### src/rtl/ex_stage.sv
// Execute stage: evaluates the ALU, resolves BEQ/JAL/JALR redirects and
// holds the result in a single-entry EX/MEM register with valid/ready flow control.
module ex_stage #(
  parameter int unsigned XLEN = 32
) (
  input  logic            clk,
  input  logic            rst,
  input  logic            in_valid,
  output logic            in_ready,
  input  logic [3:0]      alu_control,
  input  logic [XLEN-1:0] rs1_val,
  input  logic [XLEN-1:0] rs2_val,
  input  logic [XLEN-1:0] imm,
  input  logic [XLEN-1:0] pc,
  input  logic            alu_src_imm,
  input  logic            alu_src_pc,
  input  logic            is_branch,
  input  logic            is_jal,
  input  logic            is_jalr,
  input  logic [4:0]      rd,
  input  logic            reg_write,
  input  logic            mem_read,
  input  logic            mem_write,
  input  logic            flush,
  output logic            out_valid,
  input  logic            out_ready,
  output logic [XLEN-1:0] out_result,
  output logic [XLEN-1:0] out_store_data,
  output logic [4:0]      out_rd,
  output logic            out_reg_write,
  output logic            out_mem_read,
  output logic            out_mem_write,
  output logic            out_illegal,
  output logic            redirect,
  output logic [XLEN-1:0] redirect_pc
);

  typedef enum logic [3:0] {
    ALU_AND = 4'b0000,
    ALU_OR  = 4'b0001,
    ALU_ADD = 4'b0010,
    ALU_SUB = 4'b0110,
    ALU_SLT = 4'b0111,
    ALU_NOP = 4'b1111
  } alu_op_e;

  logic [XLEN-1:0] op_a, op_b, alu_res, br_target, jalr_target, result;
  logic            kill, illegal, zero, taken, jump, accept;

  always_comb begin
    op_a    = alu_src_pc  ? pc  : rs1_val;
    op_b    = alu_src_imm ? imm : rs2_val;
    alu_res = '0;
    kill    = 1'b0;
    illegal = 1'b0;
    case (alu_control)
      ALU_AND: alu_res = op_a & op_b;
      ALU_OR:  alu_res = op_a | op_b;
      ALU_ADD: alu_res = op_a + op_b;
      ALU_SUB: alu_res = op_a - op_b;
      ALU_SLT: alu_res = {{(XLEN-1){1'b0}}, ($signed(op_a) < $signed(op_b))};
      ALU_NOP: kill = 1'b1;
      default: begin
        kill    = 1'b1;
        illegal = 1'b1;
      end
    endcase
  end

  assign zero        = (alu_res == '0);
  assign taken       = is_branch & zero;
  assign jump        = is_jal | is_jalr;
  assign br_target   = pc + imm;
  assign jalr_target = {alu_res[XLEN-1:1], 1'b0};
  assign result      = jump ? (pc + XLEN'(4)) : alu_res;

  assign in_ready = ~out_valid | out_ready;
  assign accept   = in_valid & in_ready & ~flush;

  always_ff @(posedge clk) begin
    if (rst) begin
      out_valid      <= 1'b0;
      out_result     <= '0;
      out_store_data <= '0;
      out_rd         <= '0;
      out_reg_write  <= 1'b0;
      out_mem_read   <= 1'b0;
      out_mem_write  <= 1'b0;
      out_illegal    <= 1'b0;
      redirect       <= 1'b0;
      redirect_pc    <= '0;
    end else begin
      // redirect is tied to the accepting edge, so a held entry cannot re-fire it
      redirect <= accept & (taken | jump);
      if (accept && (taken || jump))
        redirect_pc <= is_jalr ? jalr_target : br_target;
      if (flush) begin
        out_valid <= 1'b0;
      end else if (accept) begin
        out_valid      <= 1'b1;
        out_result     <= result;
        out_store_data <= rs2_val;
        out_rd         <= rd;
        out_reg_write  <= reg_write & ~kill;
        out_mem_read   <= mem_read  & ~kill;
        out_mem_write  <= mem_write & ~kill;
        out_illegal    <= illegal;
      end else if (out_ready) begin
        out_valid <= 1'b0;
      end
    end
  end

endmodule
### config.mk
export PLATFORM = sky130hd
export DESIGN_NAME = ex_stage
export DESIGN_NICKNAME = d
export VERILOG_FILES = /design/src/rtl/ex_stage.sv
export SDC_FILE = /design/constraint.sdc
export NUM_CORES = 1
export LEC_CHECK = 0
export CAP_MARGIN = 20
export CORE_MARGIN = 2
export CORE_UTILIZATION = 55
export DETAILED_ROUTE_END_ITERATION = 6
export PLACE_DENSITY = 0.85
export SYNTH_ARGS = -nofsm -noshare
export SYNTH_HDL_FRONTEND = slang
export SYNTH_SLANG_ARGS = --single-unit
### constraint.sdc
create_clock -name clk -period 11.6 [get_ports clk]
set_input_delay 2.9 -clock clk [delete_from_list [all_inputs] [get_ports clk]]
set_output_delay 2.9 -clock clk [all_outputs]
set_load 0.1 [all_outputs]
Yosys cells after proc, flatten, opt, wreduce, memory -nomap -nowiden
Cells that the tools add are included.
{"block": "classes", "add_sub_neg": 4, "mux": 8, "n_reduce_logical": 9, "bitwise_logic": 14, "order_cmp": 1, "eq_ne": 5}
{"cell": "one-hot mux 32 bit (5 select lines)", "count": 1}
{"cell": "2-to-1 mux 32 bit", "count": 4}
{"cell": "adder 32 bit", "count": 2}
{"cell": "adder 32 x 3 -> 32 bit (second input constant)", "count": 1}
{"cell": "AND 32 bit", "count": 1}
{"cell": "zero test 32 bit", "count": 1}
{"cell": "< comparator 32 bit", "count": 1}
{"cell": "bitwise OR 32 bit", "count": 1}
{"cell": "subtractor 32 bit", "count": 1}
{"cell": "equality test 4 x 3 -> 1 bit (second input constant)", "count": 2}
{"cell": "AND 1 bit", "count": 7}
{"cell": "OR reduction 6 bit", "count": 1}
{"cell": "OR reduction 5 bit", "count": 1}
{"cell": "equality test 4 x 1 -> 1 bit (second input constant)", "count": 1}
{"cell": "equality test 4 x 2 -> 1 bit (second input constant)", "count": 1}
{"cell": "equality test 4 bit (second input constant)", "count": 1}
{"cell": "zero test 4 bit", "count": 1}
{"cell": "2-to-1 mux 1 bit", "count": 3}
{"cell": "bitwise OR 1 bit", "count": 3}
{"cell": "inverter 1 bit", "count": 2}
{"cell": "AND reduction 2 bit", "count": 1}
{"cell": "nonzero test 2 bit", "count": 1}
{"cell": "OR reduction 2 bit", "count": 1}
{"cell": "logical AND 1 bit", "count": 1}
{"cell": "logical OR 1 bit", "count": 1}
{"block": "word_totals", "wordCells": 51, "in_bits": 150, "ff_bits": 107}

Longest topological paths before layout
Gate-level depths: netlist (run 1).
{"block": "logic_depth", "ltp_word": 7, "ltp_mapped": 20, "depth_no_buf": 17}

Least setup slack after synthesis (run 1)
No wires, ideal clock.
{"block": "synth_path", "kind": "in2reg", "from": "in alu_src_pc", "to": "reg redirect_pc[11]", "stages": 18, "required_ns": 11.479, "t_arrival_ns": 7.356, "setup_slack_ns": 4.123, "setup_time_ns": 0.121, "path_buffers": 3, "cell_sequence": "clkbuf_1 > buf_1 > mux2i_1 > inv_1 > fa_1 > nor3b_1 > o311ai_1 > nand3_2 > a211oi_2 > nor4_1 > nor3_1 > a2111o_1 > o211ai_1 > or4b_1 > nor4_2 > a32oi_2 > buf_6 > mux2_4"}
{"block": "synth_via", "elab_chain_len": 7}
{"item": "from (decl)", "line": "16", "rtl": "input logic alu_src_pc,"}
{"item": "2-to-1 mux 32 bit *", "line": "51", "rtl": "op_a = alu_src_pc ? pc : rs1_val;"}
{"item": "subtractor 32 bit (tied with other cells)", "line": "60", "rtl": "ALU_SUB: alu_res = op_a - op_b;"}
{"item": "one-hot mux 32 bit (5 select lines) *", "line": "56", "rtl": "case (alu_control)"}
{"item": "zero test 32 bit", "line": "70", "rtl": "assign zero = (alu_res == '0);"}
{"item": "AND 1 bit", "line": "71", "rtl": "assign taken = is_branch & zero;"}
{"item": "logical OR 1 bit", "line": "95", "rtl": "if (accept && (taken || jump))"}
{"item": "logical AND 1 bit", "line": "95"}
{"item": "to (signal assigned)", "line": "96", "rtl": "redirect_pc <= is_jalr ? jalr_target : br_target;"}
{"item": "to (decl)", "line": "35", "rtl": "output logic [XLEN-1:0] redirect_pc"}
Every way passes the cells marked *; elsewhere a longest branch is shown, timed or not.
A chain may end at the register's enable or synchronous reset.

Worst setup path in the final report (run 1)
Same ends and word-level chain as after synthesis.

==> flow_metrics.py, run 1 <==
metrics = {
    "synth": {
        "netlist.area_leader.share_pct": 17.2,
        "syn_inst": 1694,
        "synth.cell_area_um2": 12400,
        "post_synth_main_area_contributors": "sky130_fd_sc_hd__dfxtp_1 17%, sky130_fd_sc_hd__ha_1 13%, sky130_fd_sc_hd__mux2i_1 9.5%",
        "synth-main-ff-cell": "sky130_fd_sc_hd__dfxtp_1",
        "synth-async-reset-ratio_pct": 0,
        "number_of_enable_type_register_cells_in_the_synthesized_netlist": 0,
        "yosysWarnings": 0,
        "postSynthAreaPerCell_um2": 7.34,
        "synth.yosys.seq_area_share_pct": 17.2,
        "synth_common_cells": "204 x sky130_fd_sc_hd__nand2_1, 176 x sky130_fd_sc_hd__a21oi_1, 139 x sky130_fd_sc_hd__nor2_1, 132 x sky130_fd_sc_hd__inv_1, 131 x sky130_fd_sc_hd__ha_1",
        "synth_cell_type_count": 91,
        "post_synthesis_register_bit_count": 107,
        "yosysTopAreaCell": "sky130_fd_sc_hd__dfxtp_1",
        "yosys.cell_count.top_type": "sky130_fd_sc_hd__nand2_1",
        "syn_nets": 1978,
    },
    "clocking": {
        "clkSinkCount": 107,
        "cts_clk_pin_slew_worst_paths_ns": 0.08,
        "cts-root-buf": "sky130_fd_sc_hd__clkbuf_16",
        "clock_tree.htree_level_count": 3,
        "cts_resized": 0,
        "clk-insertion-delay-late_ns": 0.36,
        "cts-hold-fix-buffers": 0,
        "maximum_clock_path_buffer_count": 2,
        "cts_tree": "built",
        "post_cts_setup_buffer_count": 0,
        "cts_buffers": 9,
    },
    "place": {
        "place.detailed.hpwl_um": 37600,
        "place_congestion": 1.04,
        "placed_cell_area_um2": 15100,
        "pre_cts_ws_ns": 3.00,
        "placement.io_buffers": 257,
    },
    "sta": {
        "setup_repair_after_global_routing_missed_its_margin": "no",
        "tightestPinTransition_ns": 1.14,
        "finalCritPeriodShare_pct": 72.8,
        "slew_headroom_pct": 24.2,
        "finalHoldViolCount": 0,
        "tns_ns": 0,
        "finalCriticalPeriod_ns": 8.44,
        "setup_slack_ns": 3.16,
        "setup-violations-final": 0,
        "clock_skew_ns": 0.00822,
        "max_clock_freq_mhz": 118,
        "report.final.slew_viol_count": 0,
    },
    "floorplanning": {
        "floorplan.die_area_um2": 23800,
        "design.portCount": 258,
        "initial_core_util_pct": 55.5,
        "die_width_um": 154,
        "die_height_um": 154,
        "placementRows": 55,
        "fp.coreArea_um2": 22400,
    },
    "layout": {
        "diodes_inserted": 0,
        "layout.nets": 2162,
        "synthesis_to_layout_area_growth_pct": 23.3,
        "fraction_of_layout_instances_using_a_drive_strength_above_1_pct": 4.09,
        "layout.cell_area.non_filler_um2": 15300,
    },
    "global_route": {
        "first_global_vias": 13401,
        "grt_first_pass_wirelength_um": 73500,
        "grt_overflow": 0,
        "grt_antenna_before_repair": 0,
        "global_route.usage.total_pct": 39.2,
        "grt_start_max_net_pins": 75,
    },
    "setup_path": {
        "timing.critical_path.required_ns": 11.85,
        "timing.critical_path.from_type": "primary input",
        "criticalPathCategory": "in2reg",
        "crit_path_end_kind": "flop",
        "cp_data_arrival_time_ns": 8.70,
        "path_max_fanout": 33,
    },
    "route": {
        "firstDrtPassIters": 5,
        "wirelength_per_cell_um": 22.3,
        "routed-via-count": 13858,
        "first_iter_violations": 1373,
        "drcViolationCount": 0,
        "viasPerCell": 6.39,
        "antenna_left": 0,
        "postRouteWirelength_um": 48300,
    },
    "power_and_ir_drop": {
        "power_density_nw_per_um2": 99.8,
        "power.total_w": 0.00153,
        "p_leak_nw": 6.61,
        "ir_worst_vdd_uv": 94.1,
    },
    "run_status": {
        "outcome": "finished clean",
    },
    "run": {
        "drv.max_cap_violation_count": 0,
    },
    "min_path": {
        "worst_hold_path_type": "reg2reg",
    },
}
[through the flow]
step,util [%],std cells,hold slack (ns)
global route,68.4,2168,0.473
finish,68.4,2168,0.455
floorplan,-,1694,0.883
CTS,68.4,2168,0.457
global placement,67.2,2152,0.441
detailed placement,67.2,2152,0.446
[path summary, 6_finish.rpt]
path	from	end	slack, ns	depth (start not counted)
setup / recovery	alu_src_pc	redirect_pc[11]	3.16	17
hold / removal	out_rd[1]	out_rd[1]	0.45	2
setup reg to reg	out_valid	redirect_pc[11]	8.07	11
hold reg to reg	out_rd[1]	out_rd[1]	0.45	2
[cells by family after synthesis]
logic type      after synthesis  share of synthesized area, %
compound gates              469                          24.9
buf+inv                     231                          7.23
xor+xnor                     72                          5.07
flops                       107                          17.2
fa+ha+maj                   134                          13.7
mux                         132                          11.1
simple gates                549                          20.8
[final cells by class]
class                      count  area [um^2]
multi-input combinational   1356         9420
fill                        1907         7090
timing repair buffer         270         2650
sequential                   107         2140
inverter                     134          503
tap                          285          357
clock buffer                  10          229
clock inverter                 6         47.5
[report_power, final]
part | switching (W) | leakage (nW) | total (W) | internal, W
Sequential | 0.00000958 | 0.873 | 0.000395 | 0.000386
Combinational | 0.000546 | 5.60 | 0.000827 | 0.000281
Clock | 0.000160 | 0.134 | 0.000309 | 0.000149
Total | 0.000715 | 6.61 | 0.00153 | 0.000816
[worst max-delay path: stages]
cell	delay (ns)
sky130_fd_sc_hd__buf_2	0.81
sky130_fd_sc_hd__mux2i_1	0.47
sky130_fd_sc_hd__inv_1	0.17
sky130_fd_sc_hd__fa_1	0.47
sky130_fd_sc_hd__nor3b_1	0.17
sky130_fd_sc_hd__o311ai_1	0.33
sky130_fd_sc_hd__nand3_2	0.21
sky130_fd_sc_hd__a211o_1	0.42
sky130_fd_sc_hd__a31oi_1	0.20
sky130_fd_sc_hd__xnor2_1	0.16
sky130_fd_sc_hd__o221ai_1	0.34
sky130_fd_sc_hd__nor4_1	0.57
sky130_fd_sc_hd__nand4_1	0.19
sky130_fd_sc_hd__nor4_2	0.36
sky130_fd_sc_hd__a32oi_4	0.17
sky130_fd_sc_hd__buf_4	0.35
sky130_fd_sc_hd__mux2_4	0.36
[per-layer routing]
layer / up-vias / wire [um] / GRT usage, %
li1: 6364 / - / -
met1: 6394 / 17900 / 45.8
met2: 868 / 22100 / 66.2
met3: 232 / 4590 / 7.82
met4: 0 / 3740 / 24.4
met5: - / 0 / 0
[placed cells by master (no fill, tap or decap), types with 5 or more instances in the layout]
cell type	count
sky130_fd_sc_hd__a211o_1	11
sky130_fd_sc_hd__a211oi_1	38
sky130_fd_sc_hd__a21o_1	22
sky130_fd_sc_hd__a21oi_1	176
sky130_fd_sc_hd__a22oi_1	8
sky130_fd_sc_hd__a31oi_1	18
sky130_fd_sc_hd__and3_1	11
sky130_fd_sc_hd__and4_1	9
sky130_fd_sc_hd__buf_4	14
sky130_fd_sc_hd__clkbuf_16	9
sky130_fd_sc_hd__clkdlybuf4s50_1	252
sky130_fd_sc_hd__dfxtp_1	107
sky130_fd_sc_hd__ha_1	131
sky130_fd_sc_hd__inv_1	132
sky130_fd_sc_hd__mux2_4	10
sky130_fd_sc_hd__mux2i_1	118
sky130_fd_sc_hd__nand2_1	204
sky130_fd_sc_hd__nand2b_1	20
sky130_fd_sc_hd__nand3_1	37
sky130_fd_sc_hd__nand4_1	18
sky130_fd_sc_hd__nor2_1	138
sky130_fd_sc_hd__nor2b_1	26
sky130_fd_sc_hd__nor3_1	32
sky130_fd_sc_hd__nor4_1	8
sky130_fd_sc_hd__o2111ai_1	5
sky130_fd_sc_hd__o211a_1	8
sky130_fd_sc_hd__o211ai_1	31
sky130_fd_sc_hd__o21a_1	7
sky130_fd_sc_hd__o21ai_0	56
sky130_fd_sc_hd__o21bai_1	11
sky130_fd_sc_hd__o22ai_1	8
sky130_fd_sc_hd__o31ai_1	13
sky130_fd_sc_hd__or3_1	9
sky130_fd_sc_hd__xnor2_1	44
sky130_fd_sc_hd__xor2_1	28
[sequential cells by signal, summed over array words and instances, names as in the netlist]
signal          cells
out_result         32
out_store_data     32
redirect_pc        32
out_rd              5
out_illegal         1
out_mem_read        1
out_mem_write       1
out_reg_write       1
out_valid           1
redirect            1
Note: power is estimated with default switching activity, not from simulation.
==> inputs of run 2 (changes only) <==
--- a/config.mk
+++ b/config.mk
@@ -7,9 +7,9 @@
 export LEC_CHECK = 0
 export CAP_MARGIN = 20
 export CORE_MARGIN = 2
-export CORE_UTILIZATION = 55
+export CORE_UTILIZATION = 48
 export DETAILED_ROUTE_END_ITERATION = 6
-export PLACE_DENSITY = 0.85
+export PLACE_DENSITY = 0.79
 export SYNTH_ARGS = -nofsm -noshare
 export SYNTH_HDL_FRONTEND = slang
 export SYNTH_SLANG_ARGS = --single-unit
==> constraint.sdc (replaced) <==
create_clock -name clk -period 7.3 [get_ports clk]
set_input_delay 1.825 -clock clk [delete_from_list [all_inputs] [get_ports clk]]
set_output_delay 1.825 -clock clk [all_outputs]
set_load 0.1 [all_outputs]
==> run 2 against run 1 <==
  * Sequential power up 59%
  * Via count down 1.3%
  * Worst setup slack worse by 2.6 ns
  * Critical endpoint unchanged
  * Cell area up 1.5%
  * Hold slack better by 0.00057 ns
  * Clock power up 61%
  * Combinational power up 61%
==> flow_metrics.py, run 2 (synthesized netlist as in run 1, its figures left out) <==
metrics = {
    "clocking": {
        "post_cts_setup_buffer_count": 0,
        "maximum_clock_path_buffer_count": 2,
        "cts_buffers": 9,
        "clk-insertion-delay-late_ns": 0.38,
        "clkSinkCount": 107,
        "cts_resized": 0,
        "cts_tree": "built",
        "clock_tree.htree_level_count": 3,
        "cts-root-buf": "sky130_fd_sc_hd__clkbuf_16",
        "cts-hold-fix-buffers": 0,
        "cts_clk_pin_slew_worst_paths_ns": 0.07,
    },
    "run": {
        "drv.max_cap_violation_count": 0,
    },
    "route": {
        "postRouteWirelength_um": 49800,
        "first_iter_violations": 1420,
        "routed-via-count": 13678,
        "wirelength_per_cell_um": 22.3,
        "firstDrtPassIters": 5,
        "viasPerCell": 6.13,
        "antenna_left": 0,
        "drcViolationCount": 0,
    },
    "floorplanning": {
        "fp.coreArea_um2": 25300,
        "die_height_um": 165,
        "design.portCount": 258,
        "floorplan.die_area_um2": 27200,
        "initial_core_util_pct": 49.1,
        "die_width_um": 165,
        "placementRows": 58,
    },
    "sta": {
        "tightestPinTransition_ns": 1.03,
        "clock_skew_ns": 0.0112,
        "setup-violations-final": 0,
        "slew_headroom_pct": 31.4,
        "finalCriticalPeriod_ns": 6.74,
        "finalHoldViolCount": 0,
        "tns_ns": 0,
        "max_clock_freq_mhz": 148,
        "finalCritPeriodShare_pct": 92.4,
        "report.final.slew_viol_count": 0,
        "setup_repair_after_global_routing_missed_its_margin": "no",
    },
    "global_route": {
        "grt_start_max_net_pins": 68,
        "grt_antenna_before_repair": 1,
        "grt_util_met2_pct": 60.6,
        "grt_met1_usage_pct": 41.6,
        "grt_first_pass_wirelength_um": 74500,
        "global_route.usage.total_pct": 35.7,
        "globalRouteMet3Util_pct": 7.89,
        "grt_overflow": 0,
        "gr-max-usage-layer": "met2",
        "first_global_vias": 13292,
    },
    "power_and_ir_drop": {
        "ir_worst_vdd_uv": 108,
        "power_density_nw_per_um2": 158,
        "p_leak_nw": 6.71,
    },
    "min_path": {
        "hold_start": "out_store_data[27]",
        "timing.hold.worst_endpoint": "out_store_data[27]",
        "worst_hold_path_type": "reg2reg",
        "timing.hold.worst_path_depth": 2,
    },
    "layout": {
        "multi_input_comb_area_um2": 9420,
        "layout.nets": 2181,
        "fin_util_pct": 61.5,
        "most-common-layout-cells": "252 x sky130_fd_sc_hd__clkdlybuf4s50_1, 204 x sky130_fd_sc_hd__nand2_1, 176 x sky130_fd_sc_hd__a21oi_1",
        "final_common_cell": "sky130_fd_sc_hd__clkdlybuf4s50_1",
        "synthesis_to_layout_area_growth_pct": 25.2,
        "fraction_of_layout_instances_using_a_drive_strength_above_1_pct": 4.99,
        "n_fill_cell": 2267,
        "fin_cells": 2233,
        "reg.largest.list": "out_result: 32 flops, out_store_data: 32 flops, redirect_pc: 32 flops",
        "layout.area.seq_um2": 2140,
    },
    "place": {
        "place_congestion": 0.996,
        "place.detailed.hpwl_um": 39800,
        "placement.io_buffers": 257,
        "placed_cells_incl_taps": 2215,
    },
    "setup_path": {
        "path_max_fanout": 33,
        "timing.critical_path.from_type": "primary input",
        "r2r_start": "out_valid",
        "worst-r2r-setup-slack_ns": 4.03,
        "cp_data_arrival_time_ns": 6.99,
        "r2r_cells": 11,
        "timing.critical_path.required_ns": 7.55,
        "criticalPathCategory": "in2reg",
        "r2r-end": "redirect_pc[11]",
        "crit_path_end_kind": "flop",
    },
    "run_status": {
        "outcome": "finished clean",
    },
}
[run 2: cell count changes in the layout (fill, tap and decap cells not counted)]
| cell | delta |
|---|---|
| sky130_fd_sc_hd__clkbuf_1 | +1 |
| sky130_fd_sc_hd__diode_2 | +1 |
| sky130_fd_sc_hd__clkbuf_8 | +1 |
| sky130_fd_sc_hd__buf_12 | +1 |
| sky130_fd_sc_hd__buf_16 | +1 |
| sky130_fd_sc_hd__buf_4 | +17 |
| sky130_fd_sc_hd__inv_6 | -1 |
| sky130_fd_sc_hd__clkinv_2 | -1 |
[run 2: power breakdown]
part           internal (W)  switching (W)  total, W
Combinational      0.000459       0.000874   0.00133
Sequential         0.000613      0.0000157  0.000629
Clock              0.000245       0.000251  0.000496
[run 2: cell type report]
type / count / share of cell area [%]
inverter: 134 / 3.23
timing repair buffer: 289 / 18.1
multi-input combinational: 1356 / 60.4
antenna: 1 / 0.0161
sequential: 107 / 13.7
clock inverter: 4 / 0.217
tap: 330 / 2.65
clock buffer: 12 / 1.58
[run 2: metal layers]
| layer | routed length, um | part of all wire [%] | vias up |
|---|---|---|---|
| met5 | 0 | 0 | - |
| met1 | 19400 | 39 | 6372 |
| met2 | 22900 | 46 | 745 |
| met3 | 4400 | 8.8 | 157 |
| met4 | 3160 | 6.3 | 0 |
| li1 | - | - | 6404 |
[run 2: how the worst max path moves through the flow]
stage	startpoint	end	cells past startpoint
final	pc[0]	redirect_pc[11]	19
after global routing	alu_src_imm	redirect_pc[22]	19
after CTS	pc[1]	redirect_pc[11]	17
after detailed placement	pc[1]	redirect_pc[11]	17
after global placement	pc[1]	redirect_pc[11]	17
after floorplan	alu_src_pc	redirect_pc[11]	18
[run 2: worst max-delay path, cell delays in order]
cell and delay (ns):
sky130_fd_sc_hd__clkdlybuf4s50_1 0.47, sky130_fd_sc_hd__mux2i_1 0.33, sky130_fd_sc_hd__inv_1 0.10, sky130_fd_sc_hd__ha_1 0.24, sky130_fd_sc_hd__inv_1 0.13, sky130_fd_sc_hd__fa_1 0.22
sky130_fd_sc_hd__and2b_1 0.23, sky130_fd_sc_hd__o31ai_4 0.27, sky130_fd_sc_hd__a211oi_1 0.19, sky130_fd_sc_hd__a2111oi_0 0.80, sky130_fd_sc_hd__a2111o_1 0.20, sky130_fd_sc_hd__o211a_1 0.30
sky130_fd_sc_hd__nand4_1 0.14, sky130_fd_sc_hd__nor4_1 0.28, sky130_fd_sc_hd__nand4_1 0.18, sky130_fd_sc_hd__nor4_2 0.34, sky130_fd_sc_hd__a32oi_4 0.18, sky130_fd_sc_hd__buf_12 0.23
sky130_fd_sc_hd__mux2_4 0.32
[run 2: through the flow]
stage,instance area [um^2],power [W],hold WS [ns],setup slack [ns]
after CTS,15600,0.00244,0.458,0.728
after floorplan,12400,0.00154,0.883,0.898
after global placement,15300,0.00193,0.441,0.472
after detailed placement,15300,0.00194,0.447,0.364
after global routing,15600,0.00257,0.474,0.379
final,15600,0.00246,0.455,0.558
==> inputs of run 3 (changes only) <==
==> constraint.sdc (replaced) <==
create_clock -name clk -period 7.3 [get_ports clk]
set_input_delay 1.46 -clock clk [delete_from_list [all_inputs] [get_ports clk]]
set_output_delay 1.46 -clock clk [all_outputs]
set_load 0.1 [all_outputs]
==> run 3 against run 2 <==
  * Final cell count fell by 0.67%
  * Non-clock buffer count fell by 14
  * Critical path depth fell by 4
  * Core utilization fell by 0.32 points
  * Clock-buffer cell count fell by 2
  * Register-to-register slack got worse by 0.07 ns
  * Cell area fell by 0.51%
  * Fmax rose by 4.4%
  * Sequential power barely moved
  * Combinational power barely moved
==> flow_metrics.py, run 3 (synthesized netlist as in run 1, its figures left out) <==
metrics = {
    "run_status": {
        "outcome": "finished clean",
    },
    "sta": {
        "tns_ns": 0,
        "clock_skew_ns": 0.0103,
        "setup_repair_after_global_routing_missed_its_margin": "no",
        "max_clock_freq_mhz": 155,
        "slew_headroom_pct": 31.9,
        "report.final.slew_viol_count": 0,
        "finalHoldViolCount": 0,
        "finalCritPeriodShare_pct": 88.5,
        "setup-violations-final": 0,
        "tightestPinTransition_ns": 1.02,
        "finalCriticalPeriod_ns": 6.46,
    },
    "place": {
        "placement.io_buffers": 257,
        "place_congestion": 1.00,
        "place.detailed.hpwl_um": 39300,
    },
    "global_route": {
        "global_route.usage.total_pct": 36.0,
        "grt_start_max_net_pins": 111,
        "grt_first_pass_wirelength_um": 75100,
        "grt_antenna_before_repair": 0,
        "grt_overflow": 0,
        "first_global_vias": 13290,
    },
    "route": {
        "wirelength_per_cell_um": 22.5,
        "firstDrtPassIters": 6,
        "routed-via-count": 13768,
        "first_iter_violations": 1479,
        "antenna_left": 0,
        "viasPerCell": 6.21,
        "postRouteWirelength_um": 50000,
        "drcViolationCount": 0,
    },
    "floorplanning": {
        "die_width_um": 165,
        "die_height_um": 165,
        "initial_core_util_pct": 49.1,
        "placementRows": 58,
        "design.portCount": 258,
        "floorplan.die_area_um2": 27200,
        "fp.coreArea_um2": 25300,
    },
    "clocking": {
        "cts-hold-fix-buffers": 0,
        "cts-root-buf": "sky130_fd_sc_hd__clkbuf_16",
        "post_cts_setup_buffer_count": 0,
        "clock_tree.htree_level_count": 3,
        "clkSinkCount": 107,
        "maximum_clock_path_buffer_count": 2,
        "cts_tree": "built",
        "cts_buffers": 9,
        "cts_clk_pin_slew_worst_paths_ns": 0.07,
        "cts_resized": 0,
        "clk-insertion-delay-late_ns": 0.37,
    },
    "setup_path": {
        "crit_path_end_kind": "flop",
        "cpMostUsedCell": "sky130_fd_sc_hd__nor4_1",
        "worst_path_largest_cell_delay_ns": 0.60,
        "r2r_cells": 11,
        "critical_path.cell_chain": "buf_2 > buf_4 > mux2i_1 > ha_1 > nor4_1 > nand3_1 > nor4_1 > o21ai_1 > o2111ai_1 > o211ai_1 > or4b_1 > nor4_2 > a32oi_4 > buf_12 > mux2_4",
        "timing.critical_path.required_ns": 7.56,
        "slowest_stage": "sky130_fd_sc_hd__or4b_1",
        "timing.critical_path.from_type": "primary input",
        "criticalPathCategory": "in2reg",
        "cp_data_arrival_time_ns": 6.72,
        "path_max_fanout": 33,
    },
    "layout": {
        "synthesis_to_layout_area_growth_pct": 24.6,
        "fin_util_pct": 61.2,
        "diodes_inserted": 0,
        "final_common_cell": "sky130_fd_sc_hd__clkdlybuf4s50_1",
        "layout.nets": 2167,
        "fraction_of_layout_instances_using_a_drive_strength_above_1_pct": 4.34,
        "most-common-layout-cells": "252 x sky130_fd_sc_hd__clkdlybuf4s50_1, 204 x sky130_fd_sc_hd__nand2_1, 176 x sky130_fd_sc_hd__a21oi_1",
        "reg.largest.list": "out_result: 32 flops, out_store_data: 32 flops, redirect_pc: 32 flops",
    },
    "power_and_ir_drop": {
        "p_leak_nw": 6.66,
        "power_density_nw_per_um2": 161,
        "power.total_w": 0.00249,
        "ir_worst_vdd_uv": 107,
    },
    "run": {
        "drv.max_cap_violation_count": 0,
    },
    "min_path": {
        "timing.hold.worst_path_depth": 2,
        "worst_hold_path_type": "reg2reg",
    },
}
[run 3: changes by cell type in the layout (fill, tap and decap cells not counted), sizes merged]
cell and delta:
diode -1, bufinv +1, clkbuf -2, inv +2, clkinvlp -1, buf -14
[run 3: worst paths after layout]
check	from	slack, ns	endpoint
worst max-delay path	alu_src_imm	0.84	redirect_pc[20]
worst min register to register	out_store_data[26]	0.45	out_store_data[26]
worst min-delay path	out_store_data[26]	0.45	out_store_data[26]
worst max register to register	out_valid	3.96	redirect_pc[20]
[run 3: power breakdown]
group	switching, W	internal, W
combinational	0.000873	0.000451
sequential	0.0000161	0.000613
clock	0.000266	0.000275
[run 3: layout make-up]
type,count,area [um^2]
fill,2344,9820
multi-input combinational,1356,9420
timing repair buffer,275,2720
inverter,134,503
sequential,107,2140
tap,330,413
clock inverter,6,78.8
clock buffer,10,229
[run 3: critical path, delay by kind of cell]
family / cells / cell delay (ns)
simple gates: 5 / 2.11
mux: 2 / 0.79
compound gates: 4 / 0.70
buf+inv: 3 / 1.17
fa+ha+maj: 1 / 0.45
[run 3: metal layers]
layer | part of all wire (%) | vias to the layer above | global-route usage, %
li1 | - | 6371 | -
met1 | 39 | 6435 | 43.1
met2 | 46 | 789 | 61.5
met3 | 9.0 | 173 | 6.33
met4 | 6.1 | 0 | 18.5
met5 | 0 | - | 0
[run 3: through the flow]
step                      setup slack, ns  cell area [um^2]  instances  hold slack (ns)
final                               0.839             15500       2218            0.454
after global routing                0.608             15500       2218            0.474
after CTS                           0.987             15500       2217            0.459
after detailed placement            0.615             15200       2201            0.448
after global placement              0.708             15200       2201            0.441
after floorplan                      1.26             12400       1694            0.883
